## src/rtl/jk_bank_arbiter.sv

```systemverilog
// jk_bank_arbiter: bank of WIDTH JK bits shared by NREQ requesters.
// A round-robin arbiter applies one {J,K} command per cycle and returns
// a registered one-cycle ack to the requester that was served.
// Optional feature macro: JK_ARB_STATS_EN adds a saturating toggle_cnt
// output that counts applied in-range toggle (11) commands.
module jk_bank_arbiter #(
  parameter int unsigned NREQ  = 4,
  parameter int unsigned WIDTH = 8
) (
  input  logic                            clk,
  input  logic                            rst_n,
  input  logic                            clr,
  input  logic [NREQ-1:0]                 req,
  input  logic [NREQ*$clog2(WIDTH)-1:0]   cmd_idx,
  input  logic [NREQ*2-1:0]               cmd_jk,
  output logic [NREQ-1:0]                 ack,
  output logic [WIDTH-1:0]                q,
  output logic                            err_oor
`ifdef JK_ARB_STATS_EN
  ,
  output logic [15:0]                     toggle_cnt
`endif
);

  localparam int unsigned IDX_W = $clog2(WIDTH);
  localparam int unsigned PTR_W = $clog2(NREQ);

  logic [PTR_W-1:0] ptr;
  logic [PTR_W-1:0] ptr_next;
  logic [NREQ-1:0]  eligible;
  logic             gnt_valid;
  logic [PTR_W-1:0] gnt_id;
  logic [IDX_W-1:0] gnt_idx;
  logic [1:0]       gnt_jk;
  logic             in_range;
  logic             do_grant;
  logic [NREQ-1:0]  ack_next;
  logic [WIDTH-1:0] q_next;
  int unsigned      cand;

  // Round-robin search starting at ptr; a requester being acked is skipped
  always_comb begin
    eligible  = req & ~ack;
    gnt_valid = 1'b0;
    gnt_id    = '0;
    cand      = 0;
    for (int i = 0; i < int'(NREQ); i++) begin
      cand = int'(ptr) + i;
      if (cand >= NREQ) cand = cand - NREQ;
      if (!gnt_valid && eligible[PTR_W'(cand)]) begin
        gnt_valid = 1'b1;
        gnt_id    = PTR_W'(cand);
      end
    end
  end

  // Select the winner's command and derive grant side effects
  always_comb begin
    gnt_idx = '0;
    gnt_jk  = 2'b00;
    for (int r = 0; r < int'(NREQ); r++) begin
      if (gnt_id == PTR_W'(r)) begin
        gnt_idx = cmd_idx[r*IDX_W +: IDX_W];
        gnt_jk  = cmd_jk[r*2 +: 2];
      end
    end
    in_range = ({1'b0, gnt_idx} < (IDX_W+1)'(WIDTH));
    do_grant = gnt_valid && !clr;
    ptr_next = (gnt_id == PTR_W'(NREQ - 1)) ? '0 : gnt_id + PTR_W'(1);
    ack_next = do_grant ? (NREQ'(1) << gnt_id) : '0;
  end

  // Next bank state: clear wins, otherwise the granted in-range bit follows JK
  always_comb begin
    q_next = q;
    if (clr) begin
      q_next = '0;
    end else if (do_grant && in_range) begin
      for (int b = 0; b < int'(WIDTH); b++) begin
        if (gnt_idx == IDX_W'(b)) begin
          case (gnt_jk)
            2'b01:   q_next[b] = 1'b0;
            2'b10:   q_next[b] = 1'b1;
            2'b11:   q_next[b] = ~q[b];
            default: q_next[b] = q[b];
          endcase
        end
      end
    end
  end

  // Bank, ack, pointer and sticky error registers
  always_ff @(posedge clk or negedge rst_n) begin
    if (!rst_n) begin
      q       <= '0;
      ack     <= '0;
      ptr     <= '0;
      err_oor <= 1'b0;
    end else begin
      q   <= q_next;
      ack <= ack_next;
      if (do_grant) begin
        ptr <= ptr_next;
        if (!in_range) err_oor <= 1'b1;
      end
    end
  end

`ifdef JK_ARB_STATS_EN
  // Saturating count of applied in-range toggle commands; unaffected by clr
  always_ff @(posedge clk or negedge rst_n) begin
    if (!rst_n) begin
      toggle_cnt <= '0;
    end else if (do_grant && in_range && (gnt_jk == 2'b11) && (toggle_cnt != 16'hFFFF)) begin
      toggle_cnt <= toggle_cnt + 16'd1;
    end
  end
`endif

endmodule
```

## config.mk

```make
export PLATFORM = sky130hd
export DESIGN_NAME = jk_bank_arbiter
export DESIGN_NICKNAME = d
export VERILOG_FILES = /design/src/rtl/jk_bank_arbiter.sv
export SDC_FILE = /design/constraint.sdc
export NUM_CORES = 1
export LEC_CHECK = 0
export BUFFER_PORTS_ARGS = -buffer_cell sky130_fd_sc_hd__buf_2
export CAP_MARGIN = 10
export CORE_AREA = 2 2 55 57
export CTS_CLUSTER_SIZE = 14
export DETAILED_ROUTE_END_ITERATION = 16
export DIE_AREA = 0 0 57 59
export PLACE_DENSITY = 0.7
export SLEW_MARGIN = 15
export SYNTH_ARGS = -nofsm -noshare
export SYNTH_HDL_FRONTEND = slang
export SYNTH_SLANG_ARGS = --single-unit
```

## constraint.sdc

```tcl
create_clock -name clk -period 10.05 [get_ports clk]
set_clock_uncertainty 0.15 [all_clocks]
set_input_delay 2.01 -clock clk [delete_from_list [all_inputs] [get_ports clk]]
set_output_delay 2.01 -clock clk [all_outputs]
set_load 0.005 [all_outputs]
```

==> impl_metrics.env, run 1 <==
export IMPL_run_status="finished clean"
export IMPL_peakVddDrop_mv=0.229
export IMPL_track_usage=0.178
export IMPL_timing_setup_critical_path_class="input port to flip-flop"
export IMPL_detail_route_first_pass_iterations=4
export IMPL_timing_critical_path_from="req[1]"
export IMPL_cts_max_level=1
export IMPL_critPathSlowestCell="sky130_fd_sc_hd__ha_1"
export IMPL_cp_num_cells=17
export IMPL_global_route_wire_length_before_repair_um=4730
export IMPL_floorplan_rows=19
export IMPL_syn_num_nets=169
export IMPL_initial_core_utilization=0.440
export IMPL_io_buffers=38
export IMPL_num_vias=1189
export IMPL_critical_path_peak_fanout=11
export IMPL_total_negative_setup_slacks_ps=0
export IMPL_ys_seq_area_frac=0.294
export IMPL_worstSkewPairLatency_ps=280
export IMPL_grt_pass1_vias=1118
export IMPL_hold_class="flip-flop to flip-flop"
export IMPL_multi_input_combinational_cell_area_sq_um=795
export IMPL_final_antenna_net_count=0
export IMPL_syn_inst=136
export IMPL_number_of_unique_standard_cell_types_used_by_synthesis=42
export IMPL_number_of_hold_slack_violations_in_the_final_timing_report=0
export IMPL_syn_area_per_cell_sq_um=8.78
export IMPL_cp_required_ps=10080
export IMPL_fmax_ghz=0.186
export IMPL_dieArea_sq_um=3360
export IMPL_cts_path_max_buffers=2
export IMPL_timing_rr_start="ack[1]"
export IMPL_post_cts_resized_instances=0
export IMPL_design_portCount=40
export IMPL_drt_total_wl_um=2830
export IMPL_critical_path_cell_chain="buf_2 -> nor2b_2 -> o22ai_1 -> o21ai_0 -> nand2_1 -> nor2_1 -> ha_1 -> nand2_1 -> a21oi_1 -> a21oi_1 -> o21ai_0 -> ha_1 -> or2_2 -> o41ai_2 -> nor2_1 -> nand3_1 -> a31o_2"
export IMPL_fp_dieW_um=57
export IMPL_clk_pin_slew_worst_paths_ps=80
export IMPL_dp_final_hpwl_um=2310
export IMPL_cpLargestDelayFamily="simple AND/OR/NAND/NOR gates"
export IMPL_synth_area_leader_cell="sky130_fd_sc_hd__dfrtp_1"
export IMPL_antenna_cells=0
export IMPL_dr_first_iter_drc_count=44
export IMPL_grt_antenna_before_repair=0
export IMPL_synthToLayoutAreaGrowth_pct=19.1
export IMPL_post_route_cells_drive_above_1_share=0.349
export IMPL_slew_viol_final=0
export IMPL_clock_sink_count=14
export IMPL_drt_wl_cell_um=13.9
export IMPL_post_synth_main_area_contributors="sky130_fd_sc_hd__dfrtp_1 (29%), sky130_fd_sc_hd__ha_1 (6.3%), sky130_fd_sc_hd__nand2_1 (4.4%), sky130_fd_sc_hd__a311oi_1 (4.4%), sky130_fd_sc_hd__a21oi_1 (3.8%)"
export IMPL_setup_violations_final=0
export IMPL_part_of_the_cycle_the_worst_path_needs=0.535
export IMPL_postSynth_asyncResetShare=1.00
export IMPL_avgViaCountPerCell=5.86
export IMPL_nets=206
export IMPL_fill_cells=295
export IMPL_arrival_ps=5410
export IMPL_ys_flop_type="sky130_fd_sc_hd__dfrtp_1"
export IMPL_reg2reg_slack_ps=6090
export IMPL_post_cts_setup_buffers=0
export IMPL_period_needed_ps=5380
export IMPL_timing_critical_path_from_type="input port"
export IMPL_drc=0
export IMPL_power_density_nw_per_um2=394
export IMPL_cts_root_buf="sky130_fd_sc_hd__clkbuf_4"
export IMPL_leakage_nw=0.672
export IMPL_mappedNetlistArea_sq_um=1190
export IMPL_die_h_um=59
export IMPL_final_hold_worst_slack_ps=486
export IMPL_post_synth_top_area_fraction=0.294
export IMPL_total_number_of_yosys_warnings=0
export IMPL_synth_top_cells_by_count="sky130_fd_sc_hd__dfrtp_1 (14), sky130_fd_sc_hd__nand2_1 (14), sky130_fd_sc_hd__nor2_1 (10)"
export IMPL_timing_rr_end="q[0]"
export IMPL_ys_seq_elements=14
export IMPL_drv_max_cap_violation_count=0
export IMPL_grt_overflow=0
export IMPL_cts_made_buffers=3
export IMPL_layout_area_seq_sq_um=350
export IMPL_crit_path_end_kind="flip-flop"
export IMPL_worstPathBufferInverterCount=1
export IMPL_largest_net_degree_at_the_start_of_global_routing=15
export IMPL_worst_path_largest_cell_delay_ps=400
export IMPL_postCtsHoldBufs=0
export IMPL_rsz_0062_raised_after_global_routing="no"
export IMPL_critical_path_endpoint="q[0]"
export IMPL_tritoncts="yes"
export IMPL_synth_edf_count=0
export IMPL_core_region_area_sq_um=2710
export IMPL_reg2regPathDepth=16
export IMPL_global_placement_routability_congestion=0.799
registers in the layout, indices dropped and copies added (netlist names):
| register | flops |
|---|---|
| ack | 4 |
| ptr | 2 |
| q | 8 |
final cells by class:
cell class | count | area share
Inverter | 3 | 0.00792
Clock buffer | 4 | 0.0255
Tap cell | 31 | 0.0273
Timing Repair Buffer | 38 | 0.134
Sequential cell | 14 | 0.246
Multi-Input combinational cell | 113 | 0.559
worst reg2reg max path: stages (launching register included):
cell,delay [ps]
sky130_fd_sc_hd__dfrtp_1,390
sky130_fd_sc_hd__nor2b_2,300
sky130_fd_sc_hd__o22ai_1,140
sky130_fd_sc_hd__o21ai_0,230
sky130_fd_sc_hd__nand2_1,100
sky130_fd_sc_hd__nor2_1,170
sky130_fd_sc_hd__ha_1,400
sky130_fd_sc_hd__nand2_1,90
sky130_fd_sc_hd__a21oi_1,140
sky130_fd_sc_hd__a21oi_1,50
sky130_fd_sc_hd__o21ai_0,230
sky130_fd_sc_hd__ha_1,390
sky130_fd_sc_hd__or2_2,190
sky130_fd_sc_hd__o41ai_2,90
sky130_fd_sc_hd__nor2_1,370
sky130_fd_sc_hd__nand3_1,160
sky130_fd_sc_hd__a31o_2,270
stage by stage:
| stage | instances | power (W) | setup slack (ps) | area (sq um) | util |
|---|---|---|---|---|---|
| 6_report | 203 | 0.000560 | 4670 | 1420 | 0.524 |
| 3_3_place_gp | 199 | 0.000503 | 4480 | 1390 | 0.511 |
| 2_1_floorplan | 136 | 0.000429 | 4870 | 1190 | - |
| 5_1_grt | 203 | 0.000616 | 4320 | 1420 | 0.524 |
| 3_5_place_dp | 199 | 0.000517 | 4410 | 1390 | 0.511 |
| 4_1_cts | 203 | 0.000562 | 4700 | 1420 | 0.524 |
layout by cell type (no fill, tap or decap), types with 3 or more instances in the layout:
cell type | synthesis | layout
sky130_fd_sc_hd__buf_2 | 3 | 38
sky130_fd_sc_hd__nand2_1 | 14 | 14
sky130_fd_sc_hd__dfrtp_1 | 14 | 14
sky130_fd_sc_hd__nor2_1 | 10 | 10
sky130_fd_sc_hd__a21oi_1 | 9 | 9
sky130_fd_sc_hd__nor3_1 | 7 | 7
sky130_fd_sc_hd__a311oi_1 | 6 | 6
sky130_fd_sc_hd__ha_1 | 6 | 6
sky130_fd_sc_hd__nand2b_1 | 5 | 5
sky130_fd_sc_hd__nor2b_1 | 5 | 5
sky130_fd_sc_hd__a31oi_1 | 5 | 5
sky130_fd_sc_hd__nand3_1 | 4 | 4
sky130_fd_sc_hd__o21ai_0 | 3 | 3
sky130_fd_sc_hd__a21o_1 | 3 | 3
sky130_fd_sc_hd__and2_1 | 3 | 3
sky130_fd_sc_hd__inv_1 | 3 | 3
sky130_fd_sc_hd__o211a_1 | 3 | 3
sky130_fd_sc_hd__clkbuf_4 | 0 | 3
where the power goes:
group           total, W  internal, W  switching, W
Sequential     0.0000976    0.0000788     0.0000188
Clock          0.0000404    0.0000221     0.0000183
Combinational   0.000422     0.000172      0.000249
Total           0.000560     0.000273      0.000287
cells by family after synthesis:
| group | count (synthesis) | synth area share |
|---|---|---|
| fa+ha+maj | 6 | 0.0629 |
| simple gates | 61 | 0.286 |
| buf+inv | 9 | 0.0409 |
| flops | 14 | 0.294 |
| mux | 1 | 0.00943 |
| other cells | 1 | 0.00314 |
| compound gates | 44 | 0.304 |
worst min-delay path by stage:
stage / end / slack, ps / start / cells past startpoint
after global placement: ptr[1] / 450 / ptr[1] / 1
final: ptr[0] / 490 / ptr[0] / 2
after detailed placement: ptr[1] / 470 / ptr[1] / 1
after global routing: ptr[0] / 510 / ptr[0] / 2
after CTS: ptr[0] / 490 / ptr[0] / 2
after floorplan: ptr[1] / 410 / ptr[1] / 1
routing by layer:
metal	vias to the layer above	routed length, um	share of wire	global-route usage
met5	-	0	0	0
met4	0	18	0.0064	0.0797
met3	2	181	0.064	0.00655
met2	58	1500	0.53	0.330
met1	552	1130	0.40	0.214
li1	577	-	-	-
(Power assumes the default switching activity.)
==> inputs of run 2 (changes only) <==
==> constraint.sdc (replaced) <==
create_clock -name clk -period 5.5 [get_ports clk]
set_clock_uncertainty 0.15 [all_clocks]
set_input_delay 1.1 -clock clk [delete_from_list [all_inputs] [get_ports clk]]
set_output_delay 1.1 -clock clk [all_outputs]
set_load 0.005 [all_outputs]
==> impl_metrics.env, run 2 (same netlist as run 1, synthesis figures left out) <==
export IMPL_synthToLayoutAreaGrowth_pct=19.1
export IMPL_internal_power_w=0.000499
export IMPL_clockPowerShare=0.072
export IMPL_die_h_um=59
export IMPL_power_switching_w=0.000535
export IMPL_grt_overflow=0
export IMPL_design_portCount=40
export IMPL_number_of_hold_slack_violations_in_the_final_timing_report=0
export IMPL_fmax_ghz=0.219
export IMPL_post_cts_resized_instances=0
export IMPL_cp_required_ps=5530
export IMPL_layout_common_cells="sky130_fd_sc_hd__buf_2 (38), sky130_fd_sc_hd__nand2_1 (14), sky130_fd_sc_hd__dfrtp_1 (14), sky130_fd_sc_hd__nor2_1 (10), sky130_fd_sc_hd__a21oi_1 (9)"
export IMPL_post_cts_setup_buffers=0
export IMPL_cts_path_max_buffers=2
export IMPL_dr_first_iter_drc_count=39
export IMPL_post_route_cells_drive_above_1_share=0.349
export IMPL_critical_path_cell_chain="buf_2 -> nor2b_2 -> o22ai_1 -> o21ai_0 -> nand2_1 -> nor2_1 -> ha_1 -> nand2_1 -> a21oi_1 -> a21oi_1 -> o21ai_0 -> ha_1 -> or2_2 -> o41ai_2 -> nor2_1 -> nand3_1 -> a32o_1"
export IMPL_combPwrFrac=0.755
export IMPL_cts_root_buf="sky130_fd_sc_hd__clkbuf_4"
export IMPL_drt_total_wl_um=2900
export IMPL_cts_max_level=1
export IMPL_leakage_nw=0.672
export IMPL_dieArea_sq_um=3360
export IMPL_reg2regPathDepth=16
export IMPL_timing_critical_path_from_type="input port"
export IMPL_registers_top_by_ff_count="q"
export IMPL_peakVddDrop_mv=0.454
export IMPL_seqPwrFrac=0.173
export IMPL_fill_cells=294
export IMPL_timing_rr_start="ack[1]"
export IMPL_grt_antenna_before_repair=0
export IMPL_setup_violations_final=0
export IMPL_min_delay_start="ptr[0]"
export IMPL_worstSkewPairLatency_ps=280
export IMPL_core_region_area_sq_um=2710
export IMPL_cpLargestDelayFamily="simple AND/OR/NAND/NOR gates"
export IMPL_timing_setup_critical_path_class="input port to flip-flop"
export IMPL_dp_final_hpwl_um=2290
export IMPL_post_place_cells=199
export IMPL_switching_share=0.517
export IMPL_final_hold_worst_slack_ps=486
export IMPL_cts_made_buffers=3
export IMPL_clk_pin_slew_worst_paths_ps=80
export IMPL_layoutNonFillerInstCount=203
export IMPL_global_route_wire_length_before_repair_um=4880
export IMPL_avgViaCountPerCell=5.92
export IMPL_period_needed_ps=4560
export IMPL_reg2reg_slack_ps=1440
export IMPL_worst_path_largest_cell_delay_ps=420
export IMPL_largest_register_ff_count=8
export IMPL_num_vias=1201
export IMPL_largest_net_degree_at_the_start_of_global_routing=15
export IMPL_nets=206
export IMPL_crit_path_end_kind="flip-flop"
export IMPL_final_antenna_net_count=0
export IMPL_arrival_ps=4590
export IMPL_min_delay_path_depth=2
export IMPL_power_density_nw_per_um2=728
export IMPL_clock_sink_count=14
export IMPL_floorplan_rows=19
export IMPL_timing_rr_end="q[5]"
export IMPL_worstHoldEndpoint="ptr[0]"
export IMPL_tritoncts="yes"
export IMPL_layout_cells_most_common="sky130_fd_sc_hd__buf_2"
export IMPL_global_placement_routability_congestion=0.799
export IMPL_grt_pass1_vias=1098
export IMPL_antenna_cells=0
export IMPL_drt_wl_cell_um=14.3
export IMPL_drv_max_cap_violation_count=0
export IMPL_largest_registers="q (8), ack (4), ptr (2)"
export IMPL_worstPathBufferInverterCount=1
export IMPL_critPathSlowestCell="sky130_fd_sc_hd__ha_1"
export IMPL_track_usage=0.184
export IMPL_slew_viol_final=0
export IMPL_detail_route_first_pass_iterations=4
export IMPL_rsz_0062_raised_after_global_routing="no"
export IMPL_postCtsHoldBufs=0
export IMPL_run_status="finished clean"
export IMPL_critical_path_peak_fanout=11
export IMPL_fp_dieW_um=57
export IMPL_io_buffers=38
export IMPL_hold_class="flip-flop to flip-flop"
export IMPL_initial_core_utilization=0.440
export IMPL_total_negative_setup_slacks_ps=0
export IMPL_part_of_the_cycle_the_worst_path_needs=0.829
export IMPL_drc=0
## run 2: cell counts in the layout (fill, tap and decap cells not counted)
Identical to the previous run, type by type.
## run 2: power groups by stage
| stage | registers, W | logic, W | clock network (W) |
|---|---|---|---|
| after detailed placement | 0.000180 | 0.000766 | 0 |
| after floorplan | 0.000177 | 0.000607 | 0 |
| final | 0.000179 | 0.000781 | 0.0000747 |
| after global placement | 0.000178 | 0.000741 | 0 |
| after CTS | 0.000178 | 0.000773 | 0.0000768 |
| after global routing | 0.000184 | 0.000868 | 0.0000814 |
## run 2: cell type report
cell class | count | area (sq um) | area share
multi-input cells | 113 | 795 | 0.559
flip-flops and latches | 14 | 350 | 0.246
repair buffers | 38 | 190 | 0.134
well taps | 31 | 38.8 | 0.0273
clock buffers | 4 | 36.3 | 0.0255
inverters | 3 | 11.3 | 0.00792
## run 2: per-stage QoR
| stage | util | total power, W | cell area [sq um] | setup slack [ps] |
|---|---|---|---|---|
| 2_1_floorplan | - | 0.000784 | 1190 | 1230 |
| 3_3_place_gp | 0.511 | 0.000919 | 1390 | 840 |
| 3_5_place_dp | 0.511 | 0.000946 | 1390 | 749 |
| 4_1_cts | 0.524 | 0.00103 | 1420 | 1040 |
| 5_1_grt | 0.524 | 0.00113 | 1420 | 582 |
| 6_report | 0.524 | 0.00103 | 1420 | 940 |
## run 2: worst max path at each step
stage,from,to,slack (ps),cells past startpoint
finish,req[1],q[5],940,17
CTS,req[1],q[5],1040,17
global route,req[1],q[7],580,17
detailed placement,req[1],q[5],750,17
floorplan,req[1],q[6],1230,18
global placement,req[1],q[7],840,16
## run 2: layer usage
layer  vias to the layer above  track usage  part of all wire  wire length [um]
li1                        576            -                 -                 -
met1                       563        0.234              0.43              1230
met2                        58        0.327              0.50              1460
met3                         4      0.00655             0.055               160
met4                         0       0.0797             0.013                39
met5                         -            0                 0                 0
## run 2: tightest hold or removal path, stage by stage, from the launching register on
cell and delay [ps]:
sky130_fd_sc_hd__dfrtp_1 440, sky130_fd_sc_hd__nor2_1 120, sky130_fd_sc_hd__a31oi_1 40
